<file path="src/rtl/noc_pkg.sv">
// Shared NoC definitions: flit-ID encodings, length width, injector states.
package noc_pkg;

    localparam int LEN_W = 12;

    // Flit-ID one-hot encodings. The arbiter timer decodes FLIT_HEAD.
    localparam logic [2:0] FLIT_IDLE = 3'b000;
    localparam logic [2:0] FLIT_HEAD = 3'b001;
    localparam logic [2:0] FLIT_BODY = 3'b010;
    localparam logic [2:0] FLIT_TAIL = 3'b100;

    typedef enum logic [1:0] {
        ST_IDLE = 2'd0,
        ST_HEAD = 2'd1,
        ST_BODY = 2'd2
    } inj_state_e;

endpackage

</file>
<file path="src/rtl/packet_injector.sv">
// Local-port packet injector: frames a core payload stream into a header
// flit plus body/tail flits for one arbiter port, stalling on lost grant.
module packet_injector #(
    parameter int DATA_W = 32,
    parameter int LEN_W  = noc_pkg::LEN_W,
    parameter int SLACK  = 4
) (
    input  logic              clk,
    input  logic              rst,
    input  logic              start,
    input  logic [LEN_W-1:0]  pkt_len,
    input  logic [DATA_W-1:0] in_data,
    input  logic              in_valid,
    output logic              in_ready,
    input  logic              grant,
    output logic              req,
    output logic [2:0]        flit_id,
    output logic [LEN_W-1:0]  length,
    output logic [DATA_W-1:0] flit_data,
    output logic              flit_valid,
    output logic              busy,
    output logic              done
);
    import noc_pkg::*;

    // Header flit plus grant/bubble slack on top of the payload count.
    localparam logic [LEN_W:0] OVERHEAD = (LEN_W+1)'(SLACK + 1);

    inj_state_e        state_q;
    logic [LEN_W-1:0]  rem_q;
    logic [LEN_W-1:0]  budget_q;
    logic [LEN_W-1:0]  len_q;
    logic              done_q;

    logic [LEN_W:0]    budget_wide;
    logic [LEN_W-1:0]  budget_d;
    logic              xfer;
    logic              last;

    // Timeout budget, widened by one bit so the saturation check sees overflow.
    always_comb begin
        budget_wide = {1'b0, pkt_len} + OVERHEAD;
        budget_d    = budget_wide[LEN_W] ? {LEN_W{1'b1}} : budget_wide[LEN_W-1:0];
    end

    assign xfer = (state_q == ST_BODY) && grant && in_valid;
    assign last = (rem_q == LEN_W'(1));

    // Packet FSM: latches length/budget on start, counts payload words down.
    always_ff @(posedge clk) begin
        if (rst) begin
            state_q  <= ST_IDLE;
            rem_q    <= '0;
            budget_q <= '0;
            len_q    <= '0;
            done_q   <= 1'b0;
        end else begin
            done_q <= 1'b0;
            case (state_q)
                ST_IDLE: begin
                    if (start && (pkt_len != '0)) begin
                        rem_q    <= pkt_len;
                        len_q    <= pkt_len;
                        budget_q <= budget_d;
                        state_q  <= ST_HEAD;
                    end
                end
                ST_HEAD: begin
                    if (grant) state_q <= ST_BODY;
                end
                ST_BODY: begin
                    if (xfer) begin
                        rem_q <= rem_q - LEN_W'(1);
                        if (last) begin
                            state_q <= ST_IDLE;
                            done_q  <= 1'b1;
                        end
                    end
                end
                default: state_q <= ST_IDLE;
            endcase
        end
    end

    // Flit-side outputs; req/busy/length depend only on registered state so
    // grant never reaches req combinationally.
    always_comb begin
        req        = (state_q != ST_IDLE);
        busy       = (state_q != ST_IDLE);
        done       = done_q;
        length     = '0;
        flit_id    = FLIT_IDLE;
        flit_data  = '0;
        flit_valid = 1'b0;
        in_ready   = 1'b0;
        case (state_q)
            ST_HEAD: begin
                // Header is presented even without grant so the timer can latch it.
                length     = budget_q;
                flit_id    = FLIT_HEAD;
                flit_data  = DATA_W'(len_q);
                flit_valid = grant;
            end
            ST_BODY: begin
                in_ready = grant;
                if (xfer) begin
                    flit_id    = last ? FLIT_TAIL : FLIT_BODY;
                    flit_data  = in_data;
                    flit_valid = 1'b1;
                end
            end
            default: ;
        endcase
    end

endmodule

</file>
<file path="config.mk">
export PLATFORM = sky130hd
export DESIGN_NAME = packet_injector
export DESIGN_NICKNAME = d
export VERILOG_FILES = /design/src/rtl/noc_pkg.sv /design/src/rtl/packet_injector.sv
export SDC_FILE = /design/constraint.sdc
export NUM_CORES = 1
export LEC_CHECK = 0
export CAP_MARGIN = 30
export CELL_PAD_IN_SITES_DETAIL_PLACEMENT = 1
export CELL_PAD_IN_SITES_GLOBAL_PLACEMENT = 1
export CORE_MARGIN = 5
export CORE_UTILIZATION = 34
export CTS_CLUSTER_SIZE = 25
export DETAILED_ROUTE_END_ITERATION = 6
export GPL_TIMING_DRIVEN = 0
export PLACE_DENSITY = 0.87
export SYNTH_ARGS = -nofsm -noshare
export SYNTH_HDL_FRONTEND = slang
export SYNTH_SLANG_ARGS = --single-unit
</file>
<file path="constraint.sdc">
create_clock -name clk -period 3.9 [get_ports clk]
set_input_delay 0.585 -clock clk [delete_from_list [all_inputs] [get_ports clk]]
set_output_delay 0.585 -clock clk [all_outputs]
set_load 0.03 [all_outputs]
</file>
==> reports/results.md <==
* **Synth top area share** 30.3%
* **RSZ-0062 raised after global routing** no
* **number of warnings printed during yosys synthesis** 0
* **fill cell total of the finished layout** 868
* **run status** finished clean
* **number of buffer cells added on primary ports** 97
* **TritonCTS clock tree** yes
* **deepest clock path buffer count** 2
* **root buffer selected by CTS** clkbuf_8
* **reg2reg setup slack** 1.59 ns
* **final setup violating endpoints** 0
* **start point of the worst min-delay path** budget_q[10]
* **least setup slack across all paths after layout** 0.323 ns
* **GPL Wtd Cong** 0.882
* **Area growth, synth to finish** 46.3%
* **primary flip-flop cell chosen by synthesis mapping** dfxtp_1
* **post-detailed-placement half-perimeter wirelength** 7.64 mm
* **Pleak** 0.00149 uW
* **routed len/inst** 19.4 um
* **Die Y** 97.1 um
* **most common cell after layout, fill and taps aside** clkdlybuf4s50_1
* **ANT nets after route** 0
* **global route total overflow** 0
* **post-CTS setup buffer count** 0
* **number of gates resized after cts** 0
* **Yosys top cell by area** dfxtp_1
* **EDFF count, synth** 0
* **worst reg2reg startpoint** rem_q[0]
* **clock-pin slew reported for the worst setup and hold paths after clock tree synthesis** 0.09 ns
* **maximum frequency from static timing analysis** 0.280 GHz
* **standard cell area after detailed placement** 0.00367 sq mm
* **required time at the worst-slack endpoint** 3.31 ns
* **cell area after synthesis** 0.00258 sq mm
* **number of flip-flops and latches in the synthesized netlist** 39
* **number of hold-slack violations in the final timing report** 0
* **synthesized instance count** 308
* **worst r2r path cells** 6
* **1st-iter DRT viols** 123
* **worst IR drop on VDD** 0.000182 V
* **detailed-route via count** 2886
* **number of buffers inserted for hold repair after clock tree synthesis** 0
* **vias in the first global route** 3199
* **number of optimization iterations in the first detailed-route pass** 4
* **sum of negative setup slack** 0 ns
* **share of flip-flops with an asynchronous set or reset after synthesis** 0%
* **clk sinks** 39
* **data arrival time of the worst path** 2.99 ns
* **sort of element at the start of the critical path** input port
* **end of the worst register-to-register path** rem_q[10]
* **clock latency on the worst-skew pair** 0.31 ns
* **mean instance size in the synthesized netlist** 8.37 sq um
* **average vias per placed instance** 5.64
* **Slew @ Worst Pin** 1.10 ns
* **Die Area** 0.00942 sq mm
* **count of distinct cell types in the synthesized netlist** 54
* **# H-tree levels** 2
* **number of max-slew violations in the final report** 0
* **number of nets in the finished design** 470
* **headroom to the max-slew limit** 25.9%
* **Top-Level Pins** 101
* **power per cell area** 531 mW/mm^2
* **count of antenna diodes in the layout** 0
* **proportion of synthesized chip area in sequential cells** 30.3%
* **shortest clock period the worst path allows after layout** 3.58 ns
* **initial core utilization** 35.2%
* **path class of the lowest-slack min-delay path** reg -> reg
* **Max Cap Viol** 0
* **cell area after layout** 0.00377 sq mm
* **highest-count cells in the layout ignoring fill and taps** 97 x clkdlybuf4s50_1, 39 x dfxtp_1, 35 x nor2_1, 25 x and3_1, 17 x and2_1
* **wire length of the first global-routing pass** 16.2 mm
* **final routed wirelength across all metal layers** 9.91 mm
* **fraction of final layout cells sized beyond drive strength 1** 5.81%
* **Inserted Clock Buffers** 5
* **post-route clock period utilization** 91.7%
* **maximum number of pins on one net before global-route repair** 14
* **pre-CTS setup slack** 0.306 ns
* **worst hold endpoint** budget_q[10]
* **site row count** 31
* **global-route usage over all layers** 20.8%
* **Core Region** 0.00733 sq mm
* **Synthesized Nets** 366
* **DIE WIDTH** 97.1 um
* **# DRC** 0
* **Worst Skew** 0.0106 ns
* **maximum fanout along the worst path** 10
* **antenna violations before repair** 0
* **Worst setup EP type** output pin
* **count of cells along the worst hold path** 2
* **type of the worst setup path** in -> out
* **largest cells by area after synthesis** dfxtp_1 30%, and3_1 6.1%, mux2i_1 5.8%
==> worst max-delay path by stage <==
stage / from / endpoint / cells after the start
2_1_floorplan: state_q[0] / flit_data[0] / 6
3_3_place_gp: grant / flit_data[2] / 6
3_5_place_dp: grant / flit_data[7] / 6
4_1_cts: grant / flit_data[7] / 6
5_1_grt: grant / flit_data[7] / 6
6_report: grant / flit_data[7] / 6
==> cell families (layout without fill, tap and decap cells) <==
kind of cell / Yosys count / count (layout) / share of synthesized area [%]
xor gates and xnor gates: 6 / 6 / 2.04
AOI/OAI and AO/OA: 81 / 81 / 24.8
DFF: 39 / 39 / 30.3
and+or+nand+nor: 119 / 119 / 25.3
buffers and inverters: 39 / 144 / 7.38
adders and majority gates: 9 / 9 / 4.37
muxes: 15 / 15 / 5.83
==> state kept, by name, indices dropped and copies added (netlist names) <==
name,count
done,1
state_q,2
len_q,12
budget_q,12
rem_q,12
==> final cells by class <==
class	count	area [sq um]	share of cell area (%)
Inverter	13	48.8	1.29
Multi-Input combinational cell	230	1610	42.6
Clock buffer	6	82.6	2.19
Tap cell	99	124	3.28
Timing Repair Buffer	97	971	25.7
Buffer	26	141	3.75
Sequential cell	39	781	20.7
Clock inverter	2	16.3	0.431
==> Yosys cell counts, types with 5 or more instances <==
master and number:
o311ai_0 10, mux2i_1 15, nor2_1 35, and2_1 17
dfxtp_1 39, nand2_1 14, and3_1 25, a311oi_1 7
inv_1 13, o21ai_0 5, buf_6 5, o31ai_1 12
a22o_1 12, xor2_1 5, a21oi_1 10, ha_1 9
clkbuf_1 16
==> metrics by stage <==
step           power (uW)  util [%]  instances  hold slack (ns)
2_1_floorplan        1310         -        308            0.431
3_3_place_gp         1650      50.1        504            0.451
3_5_place_dp         1690      50.1        504            0.466
4_1_cts              2010      51.4        512            0.478
5_1_grt              2140      51.4        512            0.510
6_report             2000      51.4        512            0.480
==> power by group <==
group / leakage (uW) / total [uW] / internal [uW] / switching (uW)
clock network: 0.0000474 / 311 / 145 / 166
logic: 0.00112 / 1100 / 427 / 671
registers: 0.000321 / 593 / 505 / 88.1
total: 0.00149 / 2000 / 1080 / 926
==> metal layers <==
metal  global-route usage (%)  part of all wire (%)  vias up
li1                         -                     -     1357
met1                     24.2                    43     1436
met2                     37.8                    52       73
met3                     4.81                   4.0       20
met4                     6.16                   1.8        0
met5                        0                     0        -
==> critical path, stage by stage <==
cell and delay [ns]:
clkdlybuf4s50_1 0.57, and3_1 0.32, and2_1 0.22, clkbuf_1 0.38, a22o_1 0.23, clkdlybuf4s50_1 0.67
(Power assumes the default switching activity.)
